File: src/rtl/instruction_fetch_pkg.sv
// Shared definitions for the fetch stage, instruction FSM and decoder:
// default widths, reset PC and the fetch FSM state encoding.
package instruction_fetch_pkg;

    localparam int unsigned DEF_ADDR_W = 16;
    localparam int unsigned DEF_INST_W = 18;
    localparam int unsigned DEF_DISP_W = 8;
    localparam logic [15:0] DEF_RESET_PC = 16'h0000;

    typedef logic [1:0] fetch_state_t;

    localparam fetch_state_t ST_RST   = 2'd0;
    localparam fetch_state_t ST_FETCH = 2'd1;
    localparam fetch_state_t ST_READY = 2'd2;

endpackage

File: src/rtl/instruction_fetch_pc_next.sv
// Next-PC selection: priority jump > branch > increment, plus the PC+1
// value used for the jump-and-link address.
module pc_next_logic
    import instruction_fetch_pkg::*;
#(
    parameter int unsigned ADDR_W = DEF_ADDR_W,
    parameter int unsigned DISP_W = DEF_DISP_W
) (
    input  logic [ADDR_W-1:0] pc_i,
    input  logic              jump_sel_i,
    input  logic              br_take_i,
    input  logic              pc_inc_i,
    input  logic [ADDR_W-1:0] jump_target_i,
    input  logic [DISP_W-1:0] br_disp_i,
    output logic [ADDR_W-1:0] pc_next_o,
    output logic [ADDR_W-1:0] pc_plus1_o,
    output logic              cmd_o,
    output logic              jump_o
);

    logic [ADDR_W-1:0] disp_ext_s;
    logic [ADDR_W-1:0] pc_branch_s;

    // Adders wrap naturally modulo 2^ADDR_W.
    assign disp_ext_s  = {{(ADDR_W-DISP_W){br_disp_i[DISP_W-1]}}, br_disp_i};
    assign pc_plus1_o  = pc_i + {{(ADDR_W-1){1'b0}}, 1'b1};
    assign pc_branch_s = pc_i + disp_ext_s;

    // Priority select of the command target.
    always_comb begin
        pc_next_o = pc_i;
        cmd_o     = 1'b0;
        jump_o    = 1'b0;
        if (jump_sel_i) begin
            pc_next_o = jump_target_i;
            cmd_o     = 1'b1;
            jump_o    = 1'b1;
        end else if (br_take_i) begin
            pc_next_o = pc_branch_s;
            cmd_o     = 1'b1;
        end else if (pc_inc_i) begin
            pc_next_o = pc_plus1_o;
            cmd_o     = 1'b1;
        end else begin
            pc_next_o = pc_i;
        end
    end

endmodule

File: src/rtl/instruction_fetch.sv
// Fetch stage: owns the PC, reads instruction memory over req/ack and
// holds one instruction until the controller commands an advance.
module instruction_fetch
    import instruction_fetch_pkg::*;
#(
    parameter int unsigned       ADDR_W   = DEF_ADDR_W,
    parameter int unsigned       INST_W   = DEF_INST_W,
    parameter logic [ADDR_W-1:0] RESET_PC = DEF_RESET_PC,
    parameter int unsigned       DISP_W   = DEF_DISP_W
) (
    input  logic              CLK,
    input  logic              CLR,
    input  logic              PC_inc,
    input  logic              JAddrSelect,
    input  logic [ADDR_W-1:0] jump_target,
    input  logic              br_take,
    input  logic [DISP_W-1:0] br_disp,
    output logic              mem_req,
    output logic [ADDR_W-1:0] mem_addr,
    input  logic              mem_ack,
    input  logic [INST_W-1:0] mem_rdata,
    output logic [INST_W-1:0] inst,
    output logic              inst_valid,
    output logic [ADDR_W-1:0] pc,
    output logic [ADDR_W-1:0] link_addr
);

    fetch_state_t      state_q, state_d;
    logic [ADDR_W-1:0] pc_q, pc_d;
    logic              mem_req_q, mem_req_d;
    logic [ADDR_W-1:0] mem_addr_q, mem_addr_d;
    logic [INST_W-1:0] inst_q, inst_d;
    logic              inst_valid_q, inst_valid_d;
    logic [ADDR_W-1:0] link_addr_q, link_addr_d;

    logic [ADDR_W-1:0] pc_next_s;
    logic [ADDR_W-1:0] pc_plus1_s;
    logic              cmd_s;
    logic              jump_s;

    pc_next_logic #(
        .ADDR_W (ADDR_W),
        .DISP_W (DISP_W)
    ) u_pc_next (
        .pc_i          (pc_q),
        .jump_sel_i    (JAddrSelect),
        .br_take_i     (br_take),
        .pc_inc_i      (PC_inc),
        .jump_target_i (jump_target),
        .br_disp_i     (br_disp),
        .pc_next_o     (pc_next_s),
        .pc_plus1_o    (pc_plus1_s),
        .cmd_o         (cmd_s),
        .jump_o        (jump_s)
    );

    // Fetch FSM next-state and register updates.
    always_comb begin
        state_d      = state_q;
        pc_d         = pc_q;
        mem_req_d    = mem_req_q;
        mem_addr_d   = mem_addr_q;
        inst_d       = inst_q;
        inst_valid_d = inst_valid_q;
        link_addr_d  = link_addr_q;
        case (state_q)
            ST_RST: begin
                state_d    = ST_FETCH;
                mem_req_d  = 1'b1;
                mem_addr_d = pc_q;
            end
            ST_FETCH: begin
                // Only an ack against a live request is accepted.
                if (mem_req_q && mem_ack) begin
                    inst_d       = mem_rdata;
                    inst_valid_d = 1'b1;
                    mem_req_d    = 1'b0;
                    state_d      = ST_READY;
                end else begin
                    state_d = ST_FETCH;
                end
            end
            ST_READY: begin
                if (cmd_s) begin
                    pc_d         = pc_next_s;
                    mem_addr_d   = pc_next_s;
                    mem_req_d    = 1'b1;
                    inst_valid_d = 1'b0;
                    state_d      = ST_FETCH;
                    if (jump_s) begin
                        link_addr_d = pc_plus1_s;
                    end else begin
                        link_addr_d = link_addr_q;
                    end
                end else begin
                    state_d = ST_READY;
                end
            end
            default: begin
                state_d      = ST_RST;
                mem_req_d    = 1'b0;
                inst_valid_d = 1'b0;
            end
        endcase
    end

    // State registers with synchronous active-low clear.
    always_ff @(posedge CLK) begin
        if (!CLR) begin
            state_q      <= ST_RST;
            pc_q         <= RESET_PC;
            mem_req_q    <= 1'b0;
            mem_addr_q   <= RESET_PC;
            inst_q       <= {INST_W{1'b0}};
            inst_valid_q <= 1'b0;
            link_addr_q  <= {ADDR_W{1'b0}};
        end else begin
            state_q      <= state_d;
            pc_q         <= pc_d;
            mem_req_q    <= mem_req_d;
            mem_addr_q   <= mem_addr_d;
            inst_q       <= inst_d;
            inst_valid_q <= inst_valid_d;
            link_addr_q  <= link_addr_d;
        end
    end

    assign mem_req    = mem_req_q;
    assign mem_addr   = mem_addr_q;
    assign inst       = inst_q;
    assign inst_valid = inst_valid_q;
    assign pc         = pc_q;
    assign link_addr  = link_addr_q;

endmodule

File: config.mk
export PLATFORM = sky130hd
export DESIGN_NAME = instruction_fetch
export DESIGN_NICKNAME = d
export VERILOG_FILES = /design/src/rtl/instruction_fetch_pkg.sv /design/src/rtl/instruction_fetch_pc_next.sv /design/src/rtl/instruction_fetch.sv
export SDC_FILE = /design/constraint.sdc
export NUM_CORES = 1
export LEC_CHECK = 0
export ABC_AREA = 0
export BUFFER_PORTS_ARGS = -buffer_cell sky130_fd_sc_hd__buf_4
export CAP_MARGIN = 5
export CORE_ASPECT_RATIO = 0.8
export CORE_MARGIN = 2
export CORE_UTILIZATION = 49
export CTS_BUF_LIST = sky130_fd_sc_hd__clkbuf_2 sky130_fd_sc_hd__clkbuf_4 sky130_fd_sc_hd__clkbuf_8
export DETAILED_ROUTE_END_ITERATION = 10
export HOLD_SLACK_MARGIN = 0.08
export PLACE_DENSITY = 0.78
export SLEW_MARGIN = 40
export SYNTH_ARGS = -nofsm -noshare
export SYNTH_HDL_FRONTEND = slang
export SYNTH_HIERARCHICAL = 1
export SYNTH_SLANG_ARGS = --single-unit
File: constraint.sdc
create_clock -name CLK -period 2.6 [get_ports CLK]
set_clock_uncertainty 0.1 [all_clocks]
set_input_delay 0.52 -clock CLK [delete_from_list [all_inputs] [get_ports CLK]]
set_output_delay 0.52 -clock CLK [all_outputs]
set_load 0.02 [all_outputs]
==> impl_metrics.yaml <==
finish:
  multi_input_area_um2: 2740
  fin_nets: 749
  area_delta_synth_final_pct: 35.6
  drive_above_1_share_pct: 32.0
  seqCellArea_um2: 1400
  utilization_pct: 68.5
  diodes: 0
  fillers: 732
grt:
  grt-ovfl-total: 0
  grtUsageTotal_pct: 28.9
  grt_max_degree: 121
  grt_pass1_wl_mm: 21.5
  antenna_found_initial: 0
  grt_pass1_vias: 4214
timing:
  finalWorstSetupSlack_ps: 119
  hold_viol_final: 0
  min_period_ps: 2480
  period_share_pct: 95.4
  rsz0062_at_grt: "true"
  setup_viol: 0
  whs_ps: 318
  drv_slew: 0
  fmax_mhz: 403
  slew_headroom_pct: 62.6
  worst_pin_slew_ps: 562
hold_path:
  min_from: "mem_rdata[7]"
  hold_path_end: "inst[7]"
  min_path_type: "in -> reg"
  whs_path_depth: 3
logic_synthesis:
  ys_seq_elements: 70
  seq_area_frac_synth_pct: 32.7
  yosysTopAreaCell: "dfxtp_1"
  synth_top_area_share_pct: 32.7
  yosysUniqueCellTypes: 61
  synth_cells: 546
  synthFlopType: "dfxtp_1"
  synthArstFlopShare_pct: 0
  syn_area_per_cell_um2: 7.86
  netlist_area_um2: 4290
  synth_edf_count: 0
  ys_warn_count: 6
  synth_most_common_cell: "nand2_1"
  synth_common_cells: "nand2_1 (76), o21ai_0 (72), dfxtp_1 (70)"
  synth_nets: 611
  yosys-top-cells-area: "dfxtp_1 (33%), o21ai_0 (8.4%), nand3_1 (7.0%)"
drt:
  route.detailed.drc: 0
  wirelength_mm: 13.8
  firstDrtPassIters: 5
  drtIter0Drc: 376
  wl_per_cell_um: 17.2
  antenna_left: 0
  via_per_inst: 5.74
  vias: 4588
clock_tree:
  cts_sinks: 70
  cts.path.max_buffers: 2
  h-tree-depth: 3
  cts_buffers: 9
  cts.clk_slew.worst_paths_ps: 70
  worstSkewPairLatency_ps: 350
  cts_tree: "built"
  cts_setup_buffers: 0
  root_buffer: "clkbuf_8"
die:
  start_util_pct: 50.6
  fp.dieH_um: 87.7
  fp.dieW_um: 109
  die_area_um2: 9520
  coreArea_um2: 8480
  rows: 30
  ios: 116
critical_path:
  r2r_start: "pc[0]"
  crit_type: "reg -> reg"
  crit_chain: "ha_2 > buf_4 > a211oi_4 > o21bai_2 > o22a_4 > a311oi_2 > o22ai_1 > mux2_4 > mux2i_1 > o21ai_0"
  crit_buf_inv: 1
  crit_path_max_fanout: 5
  cp_slowest_stage_delay_ps: 340
  cp-end-kind: "flip-flop"
  crit_slowest_cell: "dfxtp_2"
  crit_required_ps: 2730
  reg2reg_to: "mem_addr[9]"
  setup.worst_path.start_class: "flip-flop"
  ff2ff_setup_slack_ps: 120
  path_delay_family: "compound AO/OA/AOI/OAI gates"
  worst_r2r_path_depth: 10
  crit_arrival_ps: 2610
power_and_ir_drop:
  ir_drop_v: 0.000309
  power.density_nw_per_um2: 427
  power_uw: 2490
  leakagePower_uw: 0.00246
placement:
  io_buffers: 115
  dp_slack_ps: -264
  gp_congestion: 0.912
  dp_hpwl_mm: 9.88
status:
  outcome: "completed"
flow_run:
  max-cap-violations: 0
## cells in the final DEF (no fill, tap or decap), types with 9 or more instances in the layout
cell type	n
a21oi_1	12
xnor2_1	20
o21ai_0	70
nand2_1	76
ha_1	14
buf_4	170
o211ai_1	16
nor2_1	28
xor2_1	17
clkbuf_8	10
nand3_1	60
dfxtp_1	68
mux2i_1	21
o21ai_2	9
## layout make-up
cell class | count | share of cell area (%)
well taps | 112 | 2.41
inverters | 7 | 0.452
flip-flops and latches | 70 | 24.1
clock buffers | 10 | 2.37
repair buffers | 171 | 22.3
clock inverters | 4 | 1.25
multi-input cells | 425 | 47.1
## power by group
group,internal (uW),switching [uW],total [uW]
Clock,554,427,981
Sequential,1090,15.0,1110
Combinational,175,222,397
Total,1820,664,2490
## metrics by stage
step / TNS, ps / cell area [um^2] / std cells
after floorplan: 0 / 4300 / 546
after global placement: -2240 / 5540 / 785
after detailed placement: -3380 / 5540 / 785
after CTS: 0 / 5760 / 799
after global routing: -6.61 / 5810 / 799
final: 0 / 5810 / 799
## how the worst max path moves through the flow
stage	from	end	slack, ps	cells after the start
5_1_grt	pc[0]	mem_addr[9]	-5	10
3_5_place_dp	br_disp[0]	mem_addr[10]	-260	12
2_1_floorplan	br_disp[0]	mem_addr[8]	20	10
4_1_cts	pc[0]	mem_addr[8]	7	10
3_3_place_gp	br_disp[0]	mem_addr[10]	-170	12
6_report	pc[0]	mem_addr[9]	120	10
## tightest hold or removal path: stages
cell	delay (ps)
buf_4	110
nand2_1	40
o21ai_0	60
## logic make-up after synthesis
logic type / share of synthesized area [%]
simple gates: 21.6
compound gates: 22.4
flops: 32.7
buf+inv: 5.16
xor+xnor: 7.56
mux: 5.51
fa+ha+maj: 5.13
## flip-flops by register name (all words and copies together), names as in the netlist
signal and count:
inst 18, link_addr 16, mem_addr 16, pc 16, state_q 2, inst_valid 1, mem_req 1
## routing by layer
metal	up-vias	part of all wire, %	global-route usage (%)
met5	-	0	0
met3	24	7.7	5.65
li1	2245	-	-
met2	177	46	45.9
met1	2142	44	39.7
met4	0	1.8	9.44
## what timing repair did
item                                    CTS  global route
endpoints found under the setup margin    1            16
pin swaps                                 0             6
cloned                                    0             0
resized for setup                         1            13
hold buffers                              0             0
Power figures use the tool's default switching activity.
